<file path="config.mk">
export PLATFORM = sky130hd
export DESIGN_NAME = dsm_interp_feeder
export DESIGN_NICKNAME = d
export VERILOG_FILES = /design/src/rtl/dsm_interp_feeder.sv
export SDC_FILE = /design/constraint.sdc
export NUM_CORES = 1
export LEC_CHECK = 0
export BUFFER_PORTS_ARGS = -buffer_cell sky130_fd_sc_hd__buf_2
export CAP_MARGIN = 25
export CELL_PAD_IN_SITES_DETAIL_PLACEMENT = 0
export CELL_PAD_IN_SITES_GLOBAL_PLACEMENT = 1
export CORE_MARGIN = 5
export CORE_UTILIZATION = 50
export CTS_BUF_LIST = sky130_fd_sc_hd__clkbuf_4 sky130_fd_sc_hd__clkbuf_8 sky130_fd_sc_hd__clkbuf_16
export DETAILED_ROUTE_END_ITERATION = 7
export PLACE_DENSITY = 0.88
export SLEW_MARGIN = 0
export SYNTH_ARGS = -nofsm -noshare
export SYNTH_HDL_FRONTEND = slang
export SYNTH_SLANG_ARGS = --single-unit
</file>
<file path="constraint.sdc">
create_clock -name clk -period 4.8 [get_ports clk]
set_input_delay 0.72 -clock clk [delete_from_list [all_inputs] [get_ports clk]]
set_output_delay 0.72 -clock clk [all_outputs]
set_load 0.05 [all_outputs]
</file>
<file path="src/rtl/dsm_interp_feeder.sv">
// Purpose: buffers signed PCM samples and drives a linear (first-order-hold) ramp plus clk_en strobe to the DSM DAC.
// Latency: a sample popped at a span boundary is reached exactly by dsm_in one span (2**OSR_LOG2 strobes) later.
// Backpressure: s_ready (registered) drops while the FIFO is full; an empty FIFO at a span boundary holds dsm_in and pulses underrun.
module dsm_interp_feeder #(
    parameter int WIDTH      = 16,
    parameter int CLK_DIV    = 4,
    parameter int OSR_LOG2   = 6,
    parameter int FIFO_DEPTH = 4
) (
    input  logic                          clk,
    input  logic                          rst,
    input  logic [WIDTH-1:0]              s_data,
    input  logic                          s_valid,
    output logic                          s_ready,
    output logic [WIDTH-1:0]              dsm_in,
    output logic                          clk_en,
    output logic                          underrun,
    output logic [$clog2(FIFO_DEPTH):0]   fifo_level
);

    localparam int DW   = $clog2(CLK_DIV);
    localparam int AW   = $clog2(FIFO_DEPTH);
    localparam int LW   = AW + 1;
    localparam int ACCW = WIDTH + OSR_LOG2 + 1;

    typedef enum logic [1:0] {IDLE, RUN, HOLD} state_t;

    // strobe divider and span phase
    logic [DW-1:0]       div_q;
    logic [OSR_LOG2-1:0] ph_q;
    logic                clk_en_q;
    logic                tick;
    logic                wrap;

    // input FIFO
    logic [WIDTH-1:0]    mem_q [FIFO_DEPTH];
    logic [AW-1:0]       wptr_q;
    logic [AW-1:0]       rptr_q;
    logic [LW-1:0]       cnt_q;
    logic [LW-1:0]       cnt_d;
    logic                s_ready_q;
    logic                push;
    logic                pop;
    logic                empty;
    logic [WIDTH-1:0]    head;

    // interpolator
    state_t              state_q;
    logic [WIDTH-1:0]    cur_q;
    logic [WIDTH:0]      delta_q;
    logic [ACCW-1:0]     acc_q;
    logic                underrun_q;
    logic [ACCW-1:0]     cur_scaled;
    logic [ACCW-1:0]     delta_ext;

    assign tick  = (div_q == DW'(CLK_DIV - 1));
    assign wrap  = tick && (ph_q == {OSR_LOG2{1'b1}});

    assign empty = (cnt_q == '0);
    assign push  = s_valid && s_ready_q;
    // pop decision uses pre-push occupancy, so a same-cycle push is never fall-through
    assign pop   = wrap && !empty;
    assign head  = mem_q[rptr_q];

    // cur scaled to accumulator precision, and delta sign-extended to it
    assign cur_scaled = {cur_q[WIDTH-1], cur_q, {OSR_LOG2{1'b0}}};
    assign delta_ext  = {{OSR_LOG2{delta_q[WIDTH]}}, delta_q};

    // Divider counts 0..CLK_DIV-1; clk_en is the registered tick, phase advances per tick
    always_ff @(posedge clk or negedge rst) begin
        if (!rst) begin
            div_q    <= '0;
            ph_q     <= '0;
            clk_en_q <= 1'b0;
        end else begin
            clk_en_q <= tick;
            if (tick) begin
                div_q <= '0;
                ph_q  <= ph_q + OSR_LOG2'(1);
            end else begin
                div_q <= div_q + DW'(1);
            end
        end
    end

    // Next FIFO occupancy: simultaneous push and pop leave the level unchanged
    always_comb begin
        cnt_d = cnt_q;
        case ({push, pop})
            2'b10:   cnt_d = cnt_q + LW'(1);
            2'b01:   cnt_d = cnt_q - LW'(1);
            default: cnt_d = cnt_q;
        endcase
    end

    // FIFO pointers, level and registered not-full flag
    always_ff @(posedge clk or negedge rst) begin
        if (!rst) begin
            wptr_q    <= '0;
            rptr_q    <= '0;
            cnt_q     <= '0;
            s_ready_q <= 1'b0;
        end else begin
            if (push) wptr_q <= wptr_q + AW'(1);
            if (pop)  rptr_q <= rptr_q + AW'(1);
            cnt_q     <= cnt_d;
            s_ready_q <= (cnt_d != LW'(FIFO_DEPTH));
        end
    end

    // FIFO storage; contents are don't-care once the pointers are reset
    always_ff @(posedge clk) begin
        if (push) mem_q[wptr_q] <= s_data;
    end

    // Interpolator FSM: restart each span at cur, ramp by delta per strobe toward head
    always_ff @(posedge clk or negedge rst) begin
        if (!rst) begin
            state_q    <= IDLE;
            cur_q      <= '0;
            delta_q    <= '0;
            acc_q      <= '0;
            underrun_q <= 1'b0;
        end else begin
            underrun_q <= 1'b0;
            if (wrap) begin
                acc_q <= cur_scaled;
                if (!empty) begin
                    delta_q <= {head[WIDTH-1], head} - {cur_q[WIDTH-1], cur_q};
                    cur_q   <= head;
                    state_q <= RUN;
                end else begin
                    delta_q <= '0;
                    if (state_q != IDLE) begin
                        state_q    <= HOLD;
                        underrun_q <= 1'b1;
                    end
                end
            end else if (tick) begin
                acc_q <= acc_q + delta_ext;
            end
        end
    end

    // floor(acc / 2**OSR_LOG2), truncated to the DAC width
    assign dsm_in     = acc_q[OSR_LOG2 +: WIDTH];
    assign clk_en     = clk_en_q;
    assign underrun   = underrun_q;
    assign fifo_level = cnt_q;
    assign s_ready    = s_ready_q;

endmodule

</file>
## Word level (Yosys, flattened, before mapping)

Memories as Yosys holds them, arrays and structs flattened.
Cells that the tools add are included.
W data, S select, Z words.

| storage, ports and cells | value |
|---|---|
| latch bits | 0 |
| memories kept | 1 |
| bits in read-only memories | 0 |
| bits in registers | 76 |
| memory bits (writable) | 64 |
| output and inout port bits | 22 |

Memory list:

| name | words | width | rd ports | clocked after memory_dff | write ports | RTL line | RTL |
|---|---|---|---|---|---|---|---|
| mem_q | 4 | 16 | 1 | 0 | 1 | 36 | `logic [WIDTH-1:0] mem_q [FIFO_DEPTH];` |

| cells by class | value |
|---|---|
| eq/ne operators | 6 |
| order comparisons | 0 |
| bitwise logic cells | 1 |
| shift operators | 0 |
| multiplexer cells | 12 |
| add/subtract/negate cells | 8 |
| div/mod/pow operators | 0 |
| multipliers | 0 |
| reduce and logical (&&, ||, !) cells | 9 |

Operators with widths:

| cell | count |
|---|---|
| $mux W23 | 2 |
| $add A23 B23 Y23 | 1 |
| $mux W17 | 1 |
| $sub A16 B16 Y17 | 1 |
| $add A2 B1 Y2 const B | 3 |
| $add A6 B1 Y6 const B | 1 |
| $eq A6 B6 Y1 const B | 1 |
| $mux W2 | 3 |
| $pmux W3 S2 | 1 |
| $mux W1 | 5 |
| $eq A2 B2 Y1 const B | 2 |
| $reduce_and A2 Y1 | 2 |
| $reduce_bool A2 Y1 | 2 |
| $add A3 B1 Y3 const B | 1 |
| $logic_and A1 B1 Y1 | 3 |
| $logic_not A3 Y1 | 1 |
| $ne A3 B3 Y1 const B | 1 |
| $sub A3 B1 Y3 const B | 1 |
| $eq A2 B1 Y1 const B | 1 |
| $ne A2 B1 Y1 const B | 1 |
| $logic_not A1 Y1 | 1 |
| $not A1 Y1 | 1 |

## Longest topological paths before layout

Gate-level depths: netlist of run 1.

| depth | value |
|---|---|
| depth in word-level cells | 6 |
| depth in mapped cells | 14 |
| depth with buffers taken out | 13 |

## Worst setup path after synthesis of run 1

OpenSTA, ideal clock, no wires.

| timing | value |
|---|---|
| kind | flip-flop to flip-flop |
| start | register rptr_q[0] |
| end | register delta_q[14] |
| stages on the path, launching flop included | 13 |
| arrival time | 3.384 ns |
| path slack | 1.320 ns |
| data required time | 4.704 ns |
| library setup time | 0.096 ns |
| cells stage by stage | dfrtp_1 buf_2 buf_2 mux4_2 fa_1 a21oi_1 o21bai_1 a2111oi_0 or2_1 o31ai_1 o41a_1 xnor2_1 o31ai_1 |

| on the way | value |
|---|---|
| longest elaborated chain between the ends | 3 |

Ends and longest elaborated chain:

| element | RTL line | RTL |
|---|---|---|
| start: declaration | 38 | `logic [AW-1:0] rptr_q;` |
| start signal: assignment | 105 | `if (pop) rptr_q <= rptr_q + AW'(1);` |
| $mem_v2 Z4 W16 | n/a |  |
| via head[1] | 45 | `logic [WIDTH-1:0] head;` |
| $sub A16 B16 Y17 | 129 | `delta_q <= {head[WIDTH-1], head} - {cur_q[WIDTH-1], cur_q};` |
| $mux W17 | 128 | `if (!empty) begin` |
| end signal: assignment | 129 |  |
| end: declaration | 50 | `logic [WIDTH:0] delta_q;` |

The timed path passes the listed nets, and every way through them passes these cells.
A chain may end at the register's enable or synchronous reset.

## Final worst setup path of run 1

Same ends and word-level chain as after synthesis.

==> flow_summary.json, run 1 <==
{
  "tns_ns": 0,
  "fin_area_mm2": 0.00797,
  "die_x_um": 129,
  "netlist.area_leader.share_pct": 27.0,
  "crit_buf_inv": 1,
  "crit_arrival_ns": 3.82,
  "grt_pass1_wl_um": 23200,
  "synth.area.top_cells": "edfxtp_1 (27%), dfrtp_1 (26%), ha_1 (7.7%), mux4_2 (5.1%), nand2_1 (2.7%)",
  "ctsHoldBuffers": 0,
  "dp_slack_ns": 1.30,
  "tightest_slew_ns": 0.939,
  "syn-num-nets": 667,
  "routed_wl_um": 13800,
  "synth_cell_types": 52,
  "cp_max_fo": 15,
  "min_period_ns": 3.50,
  "cp-end-kind": "register",
  "crit_top_cell": "o31ai_1",
  "vias": 4611,
  "fin_crit_sh_pct": 72.8,
  "status": "complete, no violations",
  "worstSetupPathType": "register to register",
  "firstDrtPassIters": 5,
  "n_antenna_cell": 0,
  "drv_cap": 0,
  "postCtsResizedCells": 0,
  "ir_drop_uv": 393,
  "rows": 43,
  "yosysWarnings": 0,
  "final-seq-area_mm2": 0.00380,
  "drive_gt1_share_pct": 15.7,
  "place_congestion": 0.851,
  "p_leak_nw": 3.47,
  "crit_required_ns": 5.12,
  "synthTopCellsByCount": "dfrtp_1 (75), edfxtp_1 (64), nand2_1 (52)",
  "setup_violations": 0,
  "cts_buffer_depth": 2,
  "final.setup.worst_slack_ns": 1.30,
  "clock_skew_ns": 0.00943,
  "port_buffers": 40,
  "antenna_found_initial": 0,
  "drv_slew": 0,
  "synth_seq_cells": 139,
  "postCtsSetupBuffers": 0,
  "path_cells": "buf_4 > mux4_2 > ha_1 > a21oi_1 > o21bai_1 > a2111oi_0 > or2_1 > o31ai_1 > o41a_1 > xnor2_1 > o31ai_1",
  "synth_most_common_cell": "dfrtp_1",
  "grt_pass1_vias": 4684,
  "yosysTopAreaCell": "edfxtp_1",
  "clkSinkCount": 139,
  "cpPeakStageDelay_ns": 0.57,
  "syn_inst": 601,
  "grt_usage_pct": 17.7,
  "synthArstFlopShare_pct": 54.0,
  "p_per_area_mw_per_mm2": 387,
  "io_pins": 41,
  "synth_edf_count": 64,
  "initial_core_util_pct": 51.1,
  "cts_buffers": 17,
  "cts_tree": "yes",
  "max_freq_mhz": 286,
  "hp-class": "input port to async pin",
  "cpLargestDelayFamily": "compound AO/OA/AOI/OAI gates",
  "die_h_um": 129,
  "hpwl_um": 9790,
  "overflow": 0,
  "syn_avg_cell_area_um2": 11.8,
  "crit_slowest_cell": "mux4_2",
  "syn_to_final_growth_pct": 11.9,
  "fin_nets": 695,
  "cp-start-kind": "register",
  "relSlewSlack_pct": 37.4,
  "nFillCells": 1127,
  "path_clk_slew_ns": 0.06,
  "multi_input_area_mm2": 0.00299,
  "drtIter0Drc": 434,
  "die_area_mm2": 0.0167,
  "syn_area_mm2": 0.00712,
  "seq_area_frac_synth_pct": 53.4,
  "dpl_cell_area_mm2": 0.00739,
  "worstSkewPairLatency_ns": 0.42,
  "rsz0062_at_grt": "no",
  "cts-htree-levels": 4,
  "vias_per_cell": 5.61,
  "r2r_cells": 11,
  "grt_max_degree": 76,
  "ant_nets": 0,
  "synth-main-ff-cell": "dfrtp_1",
  "remaining_drc_errors": 0,
  "cts_root_buf": "clkbuf_16",
  "cp_num_cells": 11,
  "wl_per_cell_um": 16.8,
  "core-area_mm2": 0.0139,
  "hold_viol": 0
}
[area by class of cell]
class,count,area share [%]
Clock buffer,17,5.34
Clock inverter,15,1.59
Inverter,33,1.56
Multi-Input combinational cell,391,37.5
Sequential cell,139,47.7
Tap cell,180,2.83
Timing Repair Buffer,47,3.46
[power breakdown]
group / internal, mW / switching [mW]
combinational: 0.152 / 0.284
clock: 0.677 / 0.536
sequential: 1.39 / 0.0479
[metal layers]
| metal | wire, um | share of wire (%) | track usage [%] |
|---|---|---|---|
| met1 | 6670 | 48 | 24.4 |
| met2 | 6380 | 46 | 27.8 |
| met3 | 558 | 4.0 | 4.37 |
| met4 | 172 | 1.2 | 5.93 |
| met5 | 0 | 0 | 0 |
[logic make-up (layout without fill, tap and decap cells)]
family | count (synthesis) | after routing | synth area share (%)
muxes | 21 | 21 | 5.82
adders and majority gates | 47 | 47 | 8.58
AOI/OAI and AO/OA | 149 | 149 | 14.3
xor gates and xnor gates | 38 | 38 | 4.68
DFF | 139 | 139 | 53.4
buffers and inverters | 71 | 112 | 4.62
and+or+nand+nor | 136 | 136 | 8.63
[final timing paths]
kind / startpoint / end / slack, ns
min in group clk: div_q[0]$_DFF_PN0_ / div_q[0]$_DFF_PN0_ / 0.43
worst max-delay path: rptr_q[0]$_DFFE_PN0P_ / delta_q[14]$_DFFE_PN0P_ / 1.30
worst min-delay path: rst / ph_q[3]$_DFFE_PN0P_ / 0.16
worst min register to register: div_q[0]$_DFF_PN0_ / div_q[0]$_DFF_PN0_ / 0.43
worst max register to register: rptr_q[0]$_DFFE_PN0P_ / delta_q[14]$_DFFE_PN0P_ / 1.30
max in group asynchronous: rst / delta_q[8]$_DFFE_PN0P_ / 4.04
[sequential cells by signal (all words and copies together), names as in the netlist]
name	count
clk_en	1
mem_q	64
delta_q	17
rptr_q	2
state_q	2
s_ready	1
ph_q	6
underrun	1
fifo_level	3
acc_q	22
cur_q	16
div_q	2
wptr_q	2
[through the flow]
stage / util (%) / total power, mW / cells / hold slack (ns)
after detailed placement: 53.0 / 1.90 / 789 / 0.423
after global placement: 53.0 / 1.87 / 789 / 0.416
after floorplan: - / 1.75 / 601 / 0.403
after CTS: 57.0 / 3.11 / 821 / 0.432
after global routing: 57.2 / 3.22 / 822 / 0.171
final: 57.2 / 3.08 / 822 / 0.164
[placed cells by master, fill, tap and decap left out, types with 4 or more instances in the layout]
cell type   n
o2bb2ai_1   4
dfrtp_1    75
o21ai_1     4
o21ai_0    28
buf_2      39
xnor2_1    21
a221o_1     6
clkbuf_16  17
a211o_1     4
nand2b_1    6
a22o_1     10
nor2_1     43
ha_1       44
and3_1      8
nand3_1     5
a31oi_1    13
mux4_2     16
nand2_1    52
inv_1      33
buf_4       7
inv_6       5
o21a_1      4
a21o_1     18
a21oi_1    31
o31ai_1     7
xor2_1     17
nor3b_1     7
edfxtp_1   64
No activity file was read; power rests on OpenSTA's default activity.
==> run 2: changes to the inputs <==
- ABC_AREA: not set -> 1
- CORE_UTILIZATION: 50 -> 42
- PLACE_DENSITY: 0.88 -> 0.84
- clock period: 4.8 -> 2.8 ns (I/O delays scaled with it)
==> run 2 against run 1 <==
Net effect:
- flip-flop and latch count is the same
- sequential power increased by 71%
- largest power group unchanged
- final area rose by 9.5%
- register-to-register slack lost 1.1 ns
- highest routed layer unchanged
- sequential share of layout area is 4.1 points lower
==> flow_summary.json, run 2 <==
{
  "rsz0062_at_grt": "no",
  "worstSkewPairLatency_ns": 0.42,
  "port_buffers": 40,
  "syn_inst": 922,
  "largest_register_ffs": 64,
  "synthArstFlopShare_pct": 54.0,
  "drive_gt1_share_pct": 9.76,
  "syn_to_final_growth_pct": 13.2,
  "crit_required_ns": 3.12,
  "cpLargestDelayFamily": "simple AND/OR/NAND/NOR gates",
  "drv_slew": 0,
  "status": "complete, no violations",
  "syn-num-nets": 988,
  "reg.largest.list": "mem_q (64), acc_q (22), delta_q (17)",
  "ir_drop_uv": 537,
  "cp_max_fo": 18,
  "vias": 5990,
  "synth-main-ff-cell": "dfrtp_1",
  "ant_nets": 0,
  "clkSinkCount": 139,
  "rows": 49,
  "place_congestion": 0.865,
  "crit_top_cell": "nand2_1",
  "clock_skew_ns": 0.00640,
  "min_period_ns": 2.58,
  "fin_nets": 1026,
  "cp-start-kind": "register",
  "p_leak_nw": 4.24,
  "setup_violations": 0,
  "cp-end-kind": "register",
  "cp_num_cells": 16,
  "final_common_cell": "nand2_1",
  "cts_tree": "yes",
  "grt_pass1_wl_um": 29300,
  "antenna_found_initial": 0,
  "core-area_mm2": 0.0180,
  "cpPeakStageDelay_ns": 0.37,
  "tightest_slew_ns": 0.677,
  "remaining_drc_errors": 0,
  "crit_buf_inv": 3,
  "synthTopCellsByCount": "nand2_1 (266), inv_1 (103), nor2_1 (84)",
  "cts-htree-levels": 4,
  "synth_most_common_cell": "nand2_1",
  "syn_avg_cell_area_um2": 8.36,
  "grt_max_degree": 76,
  "crit_arrival_ns": 2.89,
  "grt_usage_pct": 17.0,
  "regMostFlops": "mem_q",
  "hpwl_um": 12500,
  "worstSetupPathType": "register to register",
  "synth_edf_count": 64,
  "die_area_mm2": 0.0212,
  "die_h_um": 145,
  "syn_area_mm2": 0.00771,
  "final_cell_mix": "nand2_1 (266), inv_1 (102), nor2_1 (84), o21ai_0 (78), dfrtp_1 (75)",
  "initial_core_util_pct": 42.8,
  "r2r_cells": 16,
  "crit_slowest_cell": "dfrtp_1",
  "path_clk_slew_ns": 0.06,
  "yosysTopAreaCell": "edfxtp_1",
  "hp-class": "input port to register",
  "netlist.area_leader.share_pct": 24.9,
  "cts_buffers": 17,
  "path_cells": "buf_4 > nand2_1 > a32o_1 > ha_1 > inv_1 > fa_1 > nand2_1 > nand2_1 > o21ai_0 > buf_4 > o21bai_1 > nand3b_1 > nand2_1 > nand2_1 > nand3_1 > nand2_1",
  "io_pins": 41,
  "n_antenna_cell": 0,
  "die_x_um": 145,
  "wl_per_cell_um": 14.2,
  "p_per_area_mw_per_mm2": 616,
  "stdcell_count": 1202,
  "seq_area_frac_synth_pct": 49.3,
  "min_path_cells": 1,
  "fin_crit_sh_pct": 92.1,
  "hold_viol": 0,
  "vias_per_cell": 4.98,
  "relSlewSlack_pct": 54.8,
  "firstDrtPassIters": 5,
  "routed_wl_um": 17100,
  "cts_buffer_depth": 2,
  "synth.area.top_cells": "edfxtp_1 (25%), dfrtp_1 (24%), nand2_1 (13%), ha_1 (7.1%), o21ai_0 (5.1%)",
  "grt_pass1_vias": 5856,
  "drtIter0Drc": 311,
  "cts_root_buf": "clkbuf_16",
  "dp.cells": 1168,
  "synth_cell_types": 32,
  "nFillCells": 1753,
  "yosysWarnings": 0,
  "synth_seq_cells": 139,
  "overflow": 0,
  "tns_ns": 0,
  "max_freq_mhz": 388,
  "drv_cap": 0
}
run 2: cells by family (layout without fill, tap and decap cells):
group	count (synthesis)	in the layout	share of synthesized area, %
flip-flops	139	139	49.3
buffers and inverters	144	195	7.92
AND/OR/NAND/NOR	409	409	21.3
XOR/XNOR	21	21	2.39
adder cells (fa/ha/maj)	47	47	7.92
AO/OA/AOI/OAI	162	162	11.2
run 2: area by class of cell:
cell class                      instances  area, um2  area share, %
Multi-Input combinational cell        639       3300           37.8
Sequential cell                       139       3800           43.5
Clock inverter                         14        156           1.79
Clock buffer                           18        433           4.96
Timing Repair Buffer                   57        353           4.04
Inverter                              106        398           4.56
Tap cell                              229        287           3.28
run 2: metrics by stage:
step	hold WS, ns	utilization [%]	power, mW	cell area (um2)	setup WS (ns)
after floorplan	0.124	-	2.95	7710	0.380
after global placement	0.420	44.9	3.19	8100	0.209
after detailed placement	0.425	44.9	3.20	8100	0.170
after CTS	0.190	48.2	5.42	8690	0.148
after global routing	0.190	48.4	5.64	8720	0.0266
final	0.204	48.4	5.37	8720	0.222
run 2: path summary, 6_finish.rpt:
check | slack, ns | start | to
max | 0.22 | rptr_q[0]$_DFFE_PN0P_ | delta_q[14]$_DFFE_PN0P_
min | 0.20 | s_data[4] | mem_q[2][4]$_DFFE_PP_
max reg2reg | 0.22 | rptr_q[0]$_DFFE_PN0P_ | delta_q[14]$_DFFE_PN0P_
min reg2reg | 0.43 | div_q[0]$_DFF_PN0_ | div_q[0]$_DFF_PN0_
max in group asynchronous | 1.84 | rst | acc_q[17]$_DFFE_PN0P_
min in group asynchronous | 0.37 | rst | acc_q[13]$_DFFE_PN0P_
run 2: worst register-to-register path, cell delays in order (launching register included):
cell and delay [ns]:
dfrtp_1 0.37, buf_4 0.22, nand2_1 0.08, a32o_1 0.26, ha_1 0.19, inv_1 0.09, fa_1 0.19, nand2_1 0.08
nand2_1 0.07, o21ai_0 0.10, buf_4 0.16, o21bai_1 0.25, nand3b_1 0.16, nand2_1 0.09, nand2_1 0.05, nand3_1 0.07
nand2_1 0.05
run 2: routing by layer:
metal	routed length, um	global-route usage, %
met2	7540	25.4
met3	739	4.27
met5	0	0
met4	403	6.06
met1	8420	24.0
run 2: repair_timing:
action                                  in CTS  in global routing
setup buffers                                0                  0
resized for setup                            0                  2
endpoints found under the setup margin       0                  5
endpoints found under the hold margin        0                  7
hold buffers                                 0                  1
run 2: report_power, final:
part / total (mW) / switching [mW] / internal (mW) / leakage (nW)
logic: 0.714 / 0.500 / 0.213 / 2.36
registers: 2.44 / 0.0697 / 2.37 / 1.60
clock network: 2.22 / 0.946 / 1.27 / 0.285
==> run 3: changes to the inputs <==
- ABC_AREA: 1 -> 0
- CORE_UTILIZATION: 42 -> 45
==> run 3 against run 2 <==
Net effect:
- the flow now finishes with violations (negative setup slack)
- utilization grew 5.7 points
- power up 2.7%
- critical path depth is 5 lower
- flip-flop and latch count unchanged
==> flow_summary.json, run 3 (synthesis gave the netlist of run 1 again) <==
{
  "status": "complete, but fails checks",
  "violations": "negative setup slack",
  "die_area_mm2": 0.0184,
  "largest_register_ffs": 64,
  "grt_usage_pct": 17.4,
  "cp-end-kind": "register",
  "worstSkewPairLatency_ns": 0.43,
  "dp.cells": 857,
  "crit_slowest_cell": "mux4_2",
  "cpPeakStageDelay_ns": 0.55,
  "hp-class": "input port to async pin",
  "dp_slack_ns": -0.495,
  "final_common_cell": "dfrtp_1",
  "grt_util_met1_pct": 23.9,
  "cp_max_fo": 5,
  "ctsHoldBuffers": 0,
  "n_antenna_cell": 0,
  "p_per_area_mw_per_mm2": 649,
  "rows": 46,
  "crit_buf_inv": 1,
  "dpl_cell_area_mm2": 0.00770,
  "initial_core_util_pct": 45.3,
  "cts_buffer_depth": 2,
  "setup_violations": 8,
  "drv_cap": 0,
  "die_x_um": 136,
  "cts-htree-levels": 4,
  "grt_max_degree": 47,
  "drtIter0Drc": 318,
  "stdcell_count": 897,
  "die_h_um": 136,
  "clkSinkCount": 139,
  "io_pins": 41,
  "max_freq_mhz": 317,
  "antenna_found_initial": 0,
  "vias": 4820,
  "finalHoldWorstSlack_ns": 0.00710,
  "relSlewSlack_pct": 42.0,
  "clock_skew_ns": 0.0160,
  "fin_crit_sh_pct": 113,
  "nFillCells": 1314,
  "crit_arrival_ns": 3.50,
  "final_cell_mix": "dfrtp_1 (73), edfxtp_1 (64), nand2_1 (51), buf_4 (41), nor2_1 (40)",
  "met3_usage_pct": 3.75,
  "place_congestion": 0.864,
  "overflow": 0,
  "reg.largest.list": "mem_q (64), acc_q (22), delta_q (17)",
  "cts_tree": "yes",
  "syn_to_final_growth_pct": 19.4,
  "path_clk_slew_ns": 0.07,
  "grtUsageMet2_pct": 27.7,
  "drv_slew": 0,
  "min_period_ns": 3.16,
  "p_leak_nw": 3.69,
  "cpLargestDelayFamily": "compound AO/OA/AOI/OAI gates",
  "port_buffers": 40,
  "drive_gt1_share_pct": 24.2,
  "grt_pass1_vias": 4894,
  "vias_per_cell": 5.37,
  "fin_area_mm2": 0.00849,
  "hold_viol": 0,
  "fin_nets": 734,
  "crit_required_ns": 3.14,
  "cts_root_buf": "clkbuf_16",
  "tightest_slew_ns": 0.870,
  "cts_buffers": 17,
  "path_cells": "buf_6 > mux4_2 > fa_2 > a21oi_4 > o21bai_4 > a2111oi_4 > or2_1 > o31ai_2 > o41a_1 > xnor2_1 > o31ai_1",
  "worstSetupPathType": "register to register",
  "wl_per_cell_um": 16.7,
  "core-area_mm2": 0.0157,
  "ant_nets": 0,
  "firstDrtPassIters": 5,
  "routed_wl_um": 14900,
  "hpwl_um": 10700,
  "final.setup.worst_slack_ns": -0.357,
  "rsz0062_at_grt": "yes",
  "grt_pass1_wl_um": 24900,
  "remaining_drc_errors": 0,
  "ir_drop_uv": 550,
  "cp-start-kind": "register",
  "regMostFlops": "mem_q",
  "power_mw": 5.52,
  "top_usage_layer": "met2"
}
run 3: final timing paths:
path	slack (ns)	end	startpoint	cells after the start
setup reg to reg	-0.36	delta_q[14]$_DFFE_PN0P_	rptr_q[0]$_DFFE_PN0P_	11
hold reg to reg	0.43	div_q[0]$_DFF_PN0_	div_q[0]$_DFF_PN0_	1
setup / recovery	-0.36	delta_q[14]$_DFFE_PN0P_	rptr_q[0]$_DFFE_PN0P_	11
hold / removal	0.007	ph_q[4]$_DFFE_PN0P_	rst	1
max in group asynchronous	2.08	clk_en$_DFF_PN0_	rst	2
min in group clk	0.20	mem_q[3][11]$_DFFE_PP_	s_data[11]	1
run 3: layout make-up:
class / instances / area, um2 / area share (%)
Inverter: 33 / 124 / 1.46
Timing Repair Buffer: 86 / 579 / 6.82
Sequential cell: 139 / 3800 / 44.8
Clock inverter: 15 / 138 / 1.62
Multi-Input combinational cell: 391 / 3160 / 37.2
Tap cell: 216 / 270 / 3.18
Clock buffer: 17 / 425 / 5.01
run 3: what timing repair did:
action	4_1_cts	5_1_grt
gates resized for setup	22	12
gates cloned	0	0
buffers inserted	6	3
endpoints found under the hold margin	0	0
pin swaps	17	10
endpoints found under the setup margin	9	10
run 3: metrics by stage:
stage	setup TNS, ns	utilization, %
after CTS	-1.49	53.5
after floorplan	-0.927	-
after detailed placement	-2.69	49.0
after global placement	-1.81	49.0
final	-2.03	54.1
after global routing	-3.28	54.1
run 3: routing by layer:
metal	vias up	share of wire, %	wire length (um)
met5	-	0	0
met4	0	1.3	190
met3	17	4.2	623
met2	99	47	7030
met1	2377	48	7100
li1	2327	-	-
run 3: power breakdown:
group / internal [mW] / switching [mW] / total (mW)
Combinational: 0.364 / 0.546 / 0.911
Sequential: 2.38 / 0.0792 / 2.46
Clock: 1.23 / 0.914 / 2.15
run 3: worst register-to-register path, cell delays in order (launching register included):
cell       delay [ns]
dfrtp_1          0.38
buf_6            0.16
mux4_2           0.55
fa_2             0.44
a21oi_4          0.18
o21bai_4         0.09
a2111oi_4        0.29
or2_1            0.18
o31ai_2          0.08
o41a_1           0.37
xnor2_1          0.14
o31ai_1          0.22
